### src/rtl/core_sequencer.sv
// Core sequencer: steps one fetched instruction through latch, PC update,
// core start and completion wait, with a per-instruction watchdog and UART mux.
module core_sequencer #(
    parameter int NUM_CORES = 2,
    parameter int ADDR_W    = 8,
    parameter int INSTR_W   = 16,
    parameter int TMO_W     = 16,
    parameter int SEL_W     = 1
) (
    input  logic                   clk,
    input  logic                   rst_n,
    input  logic [SEL_W-1:0]       core_sel,
    input  logic                   fetch_done,
    input  logic [INSTR_W-1:0]     instr_in,
    input  logic [ADDR_W-1:0]      pc_next,
    output logic [ADDR_W-1:0]      pc,
    output logic                   pc_en,
    output logic [INSTR_W-1:0]     instr_out,
    output logic [NUM_CORES-1:0]   run,
    input  logic [NUM_CORES-1:0]   core_done,
    input  logic                   fetch_tx_en,
    input  logic [7:0]             fetch_tx_data,
    input  logic [NUM_CORES-1:0]   core_tx_en,
    input  logic [8*NUM_CORES-1:0] core_tx_data,
    output logic                   tx_en,
    output logic [7:0]             tx_data,
    output logic                   fetch_hold,
    input  logic [TMO_W-1:0]       tmo_limit,
    output logic                   err,
    output logic [SEL_W-1:0]       err_core,
    output logic [15:0]            instr_cnt
);

    typedef enum logic [2:0] {
        S_IDLE, S_LATCH, S_PCUPD, S_RUN, S_WAIT
    } state_t;

    state_t             state_q, state_d;
    logic [ADDR_W-1:0]  pc_q, pc_d;
    logic [INSTR_W-1:0] instr_q, instr_d;
    logic [15:0]        cnt_q, cnt_d;
    logic               err_q, err_d;
    logic [SEL_W-1:0]   errc_q, errc_d;
    logic [TMO_W-1:0]   wdog_q, wdog_d;
    logic [SEL_W-1:0]   sel_q, sel_d;
    logic               io_q, io_d;

    logic               done_sel;
    logic               ctx_en;
    logic [7:0]         ctx_data;
    logic               own;
    logic               tmo_hit;

    assign pc        = pc_q;
    assign instr_out = instr_q;
    assign instr_cnt = cnt_q;
    assign err       = err_q;
    assign err_core  = errc_q;
    assign tmo_hit   = (tmo_limit != '0) && (wdog_q == tmo_limit);

    // State and datapath registers with synchronous active-low reset
    always_ff @(posedge clk) begin
        if (!rst_n) begin
            state_q <= S_IDLE;
            pc_q    <= '0;
            instr_q <= '0;
            cnt_q   <= '0;
            err_q   <= 1'b0;
            errc_q  <= '0;
            wdog_q  <= '0;
            sel_q   <= '0;
            io_q    <= 1'b0;
        end else begin
            state_q <= state_d;
            pc_q    <= pc_d;
            instr_q <= instr_d;
            cnt_q   <= cnt_d;
            err_q   <= err_d;
            errc_q  <= errc_d;
            wdog_q  <= wdog_d;
            sel_q   <= sel_d;
            io_q    <= io_d;
        end
    end

    // Next state: sequence one instruction; done beats a coincident timeout
    always_comb begin
        state_d = state_q;
        pc_d    = pc_q;
        instr_d = instr_q;
        cnt_d   = cnt_q;
        err_d   = err_q;
        errc_d  = errc_q;
        wdog_d  = wdog_q;
        sel_d   = sel_q;
        io_d    = io_q;
        unique case (state_q)
            S_IDLE: begin
                if (fetch_done) begin
                    instr_d = instr_in;
                    state_d = S_LATCH;
                end
            end
            S_LATCH: begin
                sel_d   = (32'(core_sel) >= NUM_CORES) ? '0 : core_sel;
                io_d    = (instr_q[1:0] == 2'b11);
                state_d = S_PCUPD;
            end
            S_PCUPD: begin
                pc_d    = pc_next;
                state_d = S_RUN;
            end
            S_RUN: begin
                wdog_d  = '0;
                state_d = S_WAIT;
            end
            S_WAIT: begin
                if (done_sel) begin
                    cnt_d   = cnt_q + 16'd1;
                    state_d = S_IDLE;
                end else if (tmo_hit) begin
                    err_d   = 1'b1;
                    errc_d  = sel_q;
                    state_d = S_IDLE;
                end else begin
                    wdog_d  = wdog_q + TMO_W'(1);
                end
            end
            default: state_d = S_IDLE;
        endcase
    end

    // Outputs: strobes from state, selected-core muxing and UART ownership
    always_comb begin
        run      = '0;
        done_sel = 1'b0;
        ctx_en   = 1'b0;
        ctx_data = '0;
        for (int i = 0; i < NUM_CORES; i++) begin
            if (sel_q == SEL_W'(i)) begin
                run[i]   = (state_q == S_RUN);
                done_sel = core_done[i];
                ctx_en   = core_tx_en[i];
                ctx_data = core_tx_data[8*i +: 8];
            end
        end
        own        = io_q && ((state_q == S_RUN) || (state_q == S_WAIT));
        pc_en      = (state_q == S_PCUPD);
        fetch_hold = own;
        tx_en      = own ? ctx_en : fetch_tx_en;
        tx_data    = own ? ctx_data : fetch_tx_data;
    end

endmodule
### config.mk
export PLATFORM = sky130hd
export DESIGN_NAME = core_sequencer
export DESIGN_NICKNAME = d
export VERILOG_FILES = /design/src/rtl/core_sequencer.sv
export SDC_FILE = /design/constraint.sdc
export NUM_CORES = 1
export LEC_CHECK = 0
export ABC_AREA = 1
export CAP_MARGIN = 10
export CORE_MARGIN = 2
export CORE_UTILIZATION = 40
export DETAILED_ROUTE_END_ITERATION = 7
export HOLD_SLACK_MARGIN = 0.1
export PLACE_DENSITY = 0.74
export SKIP_LAST_GASP = 1
export SLEW_MARGIN = 5
export SYNTH_ARGS = -nofsm -noshare
export SYNTH_HDL_FRONTEND = slang
export SYNTH_SLANG_ARGS = --single-unit
### constraint.sdc
create_clock -name clk -period 4.2 [get_ports clk]
set_input_delay 0.84 -clock clk [delete_from_list [all_inputs] [get_ports clk]]
set_output_delay 0.84 -clock clk [all_outputs]
set_load 0.02 [all_outputs]
Word level (Yosys, flattened, before mapping)
Index checks and enable logic that the tools add are counted.
- flip-flop bits (word level): 63
- bits of input ports: 73
- output and inout port bits: 55
- $add $sub $neg: 2
- eq/ne operators: 10
- muxes and demuxes: 14
- bitwise operators: 1
- reduce and logical (&&, ||, !) cells: 11
- operator list (kind ; number):
    adder 16 x 1 -> 16 bit, second input constant ; 2
    two-way mux 16 bit ; 2
    case mux 16 bit (2 select lines) ; 1
    == test 16 bit ; 1
    two-way mux 8 bit ; 2
    nonzero test 16 bit ; 1
    case mux 3 bit (5 select lines) ; 1
    two-way mux 3 bit ; 3
    == test 3 x 2 -> 1 bit, second input constant ; 2
    inequality test 2 bit, second input constant ; 3
    AND reduction 2 bit ; 3
    AND reduction 3 bit ; 2
    two-way mux 1 bit ; 5
    == test 3 x 1 -> 1 bit, second input constant ; 1
    == test 3 bit, second input constant ; 1
    zero test 3 bit ; 1
    inequality test 3 bit, second input constant ; 1
    == test 2 bit, second input constant ; 1
    logical AND 1 bit ; 2
    nonzero test 2 bit ; 1
    logical OR 1 bit ; 1
    NOT 1 bit ; 1

Logic depth before layout (Yosys ltp)
- word-level depth: 5
- mapped depth: 12
- mapped depth without buffers: 11

Worst setup path before layout
No wires, ideal clock.
- path kind: register -> output
- from: register state_q[0]
- to: output port tx_data[0]
- arrival time: 1.478 ns
- required time: 3.360 ns
- setup slack: 1.882 ns
- stages on the path, launching flop included: 8
- path buffers: 2
- path through: dfxtp_1 inv_1 nand3_4 inv_2 o21a_1 buf_2 buf_2 a31oi_1
- cells in the longest elaborated chain, start to end: 4
- RTL lines (element ; RTL line ; RTL):
    start: declaration ; 38 ; state_t state_q, state_d;
    start signal: assignment ; 74 ; state_q <= state_d;
    == test 3 x 2 -> 1 bit / == test 3 bit (equally long branches) ; 147 ; own = io_q && ((state_q == S_RUN) || (state_q == S_WAIT));
    logical OR 1 bit (*) ; 147 ;
    logical AND 1 bit (*) ; 147 ;
    via fetch_hold ; 27 ; output logic fetch_hold,
    two-way mux 8 bit (*) ; 151 ; tx_data = own ? ctx_data : fetch_tx_data;
    end: declaration ; 26 ; output logic [7:0] tx_data,
The timed path passes the listed nets; every way through them passes the cells marked *.

Worst setup path after layout
- from: register state_q[0]
- to: output port tx_data[5]
- cells in the longest elaborated chain, start to end: 4
- RTL lines (element ; RTL line):
    == test 3 x 2 -> 1 bit / == test 3 bit (equally long branches) ; 147
    logical OR 1 bit (*) ; 147
    logical AND 1 bit (*) ; 147
    two-way mux 8 bit (*) ; 151
Mark *: on every way between the ends. The rest lies on a longest branch, timed or not.

==> impl_metrics.toml <==
[status]
status = "finished clean"

[die]
die_x_microns = 95.8
die_h_microns = 95.8
start_util_pct = 41.2
core-area_sq_um = 8180
io_pins = 128
rows = 33
die_area_sq_um = 9180

[cts]
path_clk_slew_ns = 0.07
htreeDepth = 3
cts_buffer_depth = 2
postCtsHoldBufs = 0
postCtsSetupBuffers = 0
insertion_delay_ns = 0.33
cts_tree = "yes"
numClockSinks = 63
numCtsBuffers = 9
root_buffer = "clkbuf_8"
cts_resized = 0

[global_route]
grt-ovfl-total = 0
globalRouteTotalUtil_pct = 20.5
grt_max_degree = 43
antenna_found_initial = 0
grt_pass1_vias = 3407
grt_pass1_wl_microns = 15000

[min_path]
hold_end = "instr_out[8]$_SDFFE_PN0P_"
worstHoldStart = "instr_out[8]$_SDFFE_PN0P_"
hold_class = "reg -> reg"
hold_depth = 2

[cells_and_area]
diodes = 0
area_growth_pct = 45.6
post-route-util_pct = 60.0
nets = 715
drive_gt1_share_pct = 5.58
fillCellCount = 753

[power_and_ir_drop]
clockPowerShare_pct = 36.6
intPower_mw = 1.12
p_leak_nw = 1.90
p_seq_share_pct = 42.8
combPwrFrac_pct = 20.6
power_density_nw_per_um2 = 312
ir_drop_v = 0.000213
switchingPower_uw = 409
p_sw_share_pct = 26.7

[timing]
post-route-period-util_pct = 79.4
setup_tns_ns = 0
rsz0062_at_grt = "false"
worst_pin_slew_ns = 0.961
slew_violations = 0
fmax_mhz = 300
slew_headroom_pct = 35.8
finalHoldViolCount = 0
finClkSkew_ns = 0.00584
finalSetupViolations = 0
layout_min_cycle_time_ns = 3.34

[drt]
vias_per_cell = 4.91
drt-initial-drc-count = 149
wl_microns = 9240
route.antenna.remaining_nets = 0
wl_per_cell_microns = 12.3
vias = 3686
drc = 0
firstDrtPassIters = 4

[setup_path]
r2r-end = "wdog_q[11]$_SDFFE_PN0P_"
path_max_fanout = 19
r2r_start = "sel_q$_SDFFE_PN0P_"
critPathLaunchType = "flop"
reg2reg_depth = 8
critPathMaxStageDelay_ns = 0.63
cp_data_arrival_time_ns = 2.50
crit_type = "reg -> out"
cp_cell_sequence = "inv_1, nand3_4, inv_2, o21a_1, nor2_1, a31oi_1, clkdlybuf4s50_1"
r2r_setup_slack_ns = 2.00
crit_slowest_cell = "clkdlybuf4s50_1"
required_ns = 3.36
worstSetupEndpointType = "primary output"

[run]
cap_violations = 0

[place]
gp_congestion = 0.874
dp_hpwl_microns = 6840
io_buffers = 127

[yosys]
syn_nets = 593
synth_seq_cells = 63
yosysSeqAreaShare_pct = 37.4
synth_area_per_cell_sq_um = 6.51
synth_area_sq_um = 3370
synth_cell_types = 34
ys_warn_count = 0
synthCells = 518
## stage by stage
stage | setup WS (ns) | hold slack [ns] | cells | total power, mW | instance area, sq um
after detailed placement | 1.18 | 0.435 | 734 | 0.985 | 4700
after CTS | 0.853 | 0.445 | 750 | 1.55 | 4910
after global placement | 1.18 | 0.430 | 734 | 0.978 | 4700
after floorplan | 1.88 | 0.445 | 518 | 0.819 | 3370
after global routing | 0.674 | 0.467 | 750 | 1.61 | 4910
final | 0.865 | 0.445 | 750 | 1.53 | 4910
## final cells by class
cell class / instances / area [sq um] / area share, %
Sequential cell: 63 / 1260 / 25.7
Clock inverter: 3 / 67.6 / 1.38
Multi-Input combinational cell: 364 / 1750 / 35.7
Tap cell: 105 / 131 / 2.68
Clock buffer: 13 / 139 / 2.83
Timing Repair Buffer: 128 / 1280 / 26.1
Inverter: 74 / 278 / 5.66
## power groups by stage
stage | registers, mW | logic, mW | clock network [mW]
floorplan | 0.699 | 0.120 | 0
global placement | 0.667 | 0.311 | 0
detailed placement | 0.668 | 0.316 | 0
CTS | 0.655 | 0.318 | 0.574
global route | 0.660 | 0.346 | 0.605
finish | 0.655 | 0.315 | 0.561
## synth_stat cells, drive strengths merged
| cell type | count | area [sq um] |
|---|---|---|
| a21oi | 45 | 229 |
| nand3 | 31 | 185 |
| nor3b | 4 | 30.0 |
| ha | 2 | 25.0 |
| inv | 72 | 270 |
| buf | 5 | 33.8 |
| nand2 | 120 | 460 |
| o21bai | 2 | 15.0 |
| o21ai | 42 | 210 |
| nand4 | 8 | 56.3 |
| o211ai | 1 | 7.51 |
| nor2 | 72 | 290 |
| xor2 | 5 | 43.8 |
| a31o | 1 | 8.76 |
| dfxtp | 63 | 1260 |
| nor3 | 17 | 100 |
| and3 | 2 | 12.5 |
| a31oi | 9 | 56.3 |
| clkinv | 2 | 7.51 |
| o21a | 3 | 22.5 |
| clkbuf | 12 | 45.0 |
## cells by family after synthesis
| logic type | after synthesis | share of synthesized area (%) |
|---|---|---|
| and+or+nand+nor | 254 | 33.7 |
| AOI/OAI and AO/OA | 103 | 16.3 |
| xor gates and xnor gates | 5 | 1.30 |
| DFF | 63 | 37.4 |
| buffers and inverters | 91 | 10.6 |
| adders and majority gates | 2 | 0.742 |
## critical path, delay by kind of cell (launching register included)
kind                   cells  cell delay (ns)
and+or+nand+nor            2             0.24
buffers and inverters      3             0.88
DFF                        1             0.31
AOI/OAI and AO/OA          2             0.72
## placed cells by master, fill, tap and decap left out, types with 14 or more instances in the layout
master and n:
nand2_1 118, inv_1 66, a21oi_1 44, dfxtp_1 63, nor2_1 66, nor3_1 14
o21ai_0 40, nand3_1 28, clkdlybuf4s50_1 127
## per-layer routing
metal  routed length [microns]  vias up  GRT usage, %
met2                      4470      102          34.6
met4                       122        0          7.38
met3                       649       11          6.50
met1                      3990     1659          24.4
li1                          -     1914             -
met5                         0        -             0
## flip-flops by register name, summed over array words and instances, names as in the netlist
signal and cells:
state_q 3, instr_out 16, wdog_q 16, err 1
instr_cnt 16, sel_q 1, err_core 1, pc 8
io_q 1
## worst max-delay path by stage
| stage | depth (start not counted) | endpoint | from |
|---|---|---|---|
| final | 7 | tx_data[5] | state_q[0]$_SDFFE_PN0P_ |
| after global routing | 7 | tx_data[5] | state_q[0]$_SDFFE_PN0P_ |
| after CTS | 7 | tx_data[5] | state_q[0]$_SDFFE_PN0P_ |
| after detailed placement | 4 | tx_data[2] | core_tx_data[10] |
| after global placement | 4 | tx_data[5] | core_tx_data[13] |
| after floorplan | 7 | tx_data[0] | state_q[0]$_SDFFE_PN0P_ |
(Power assumes the default switching activity.)
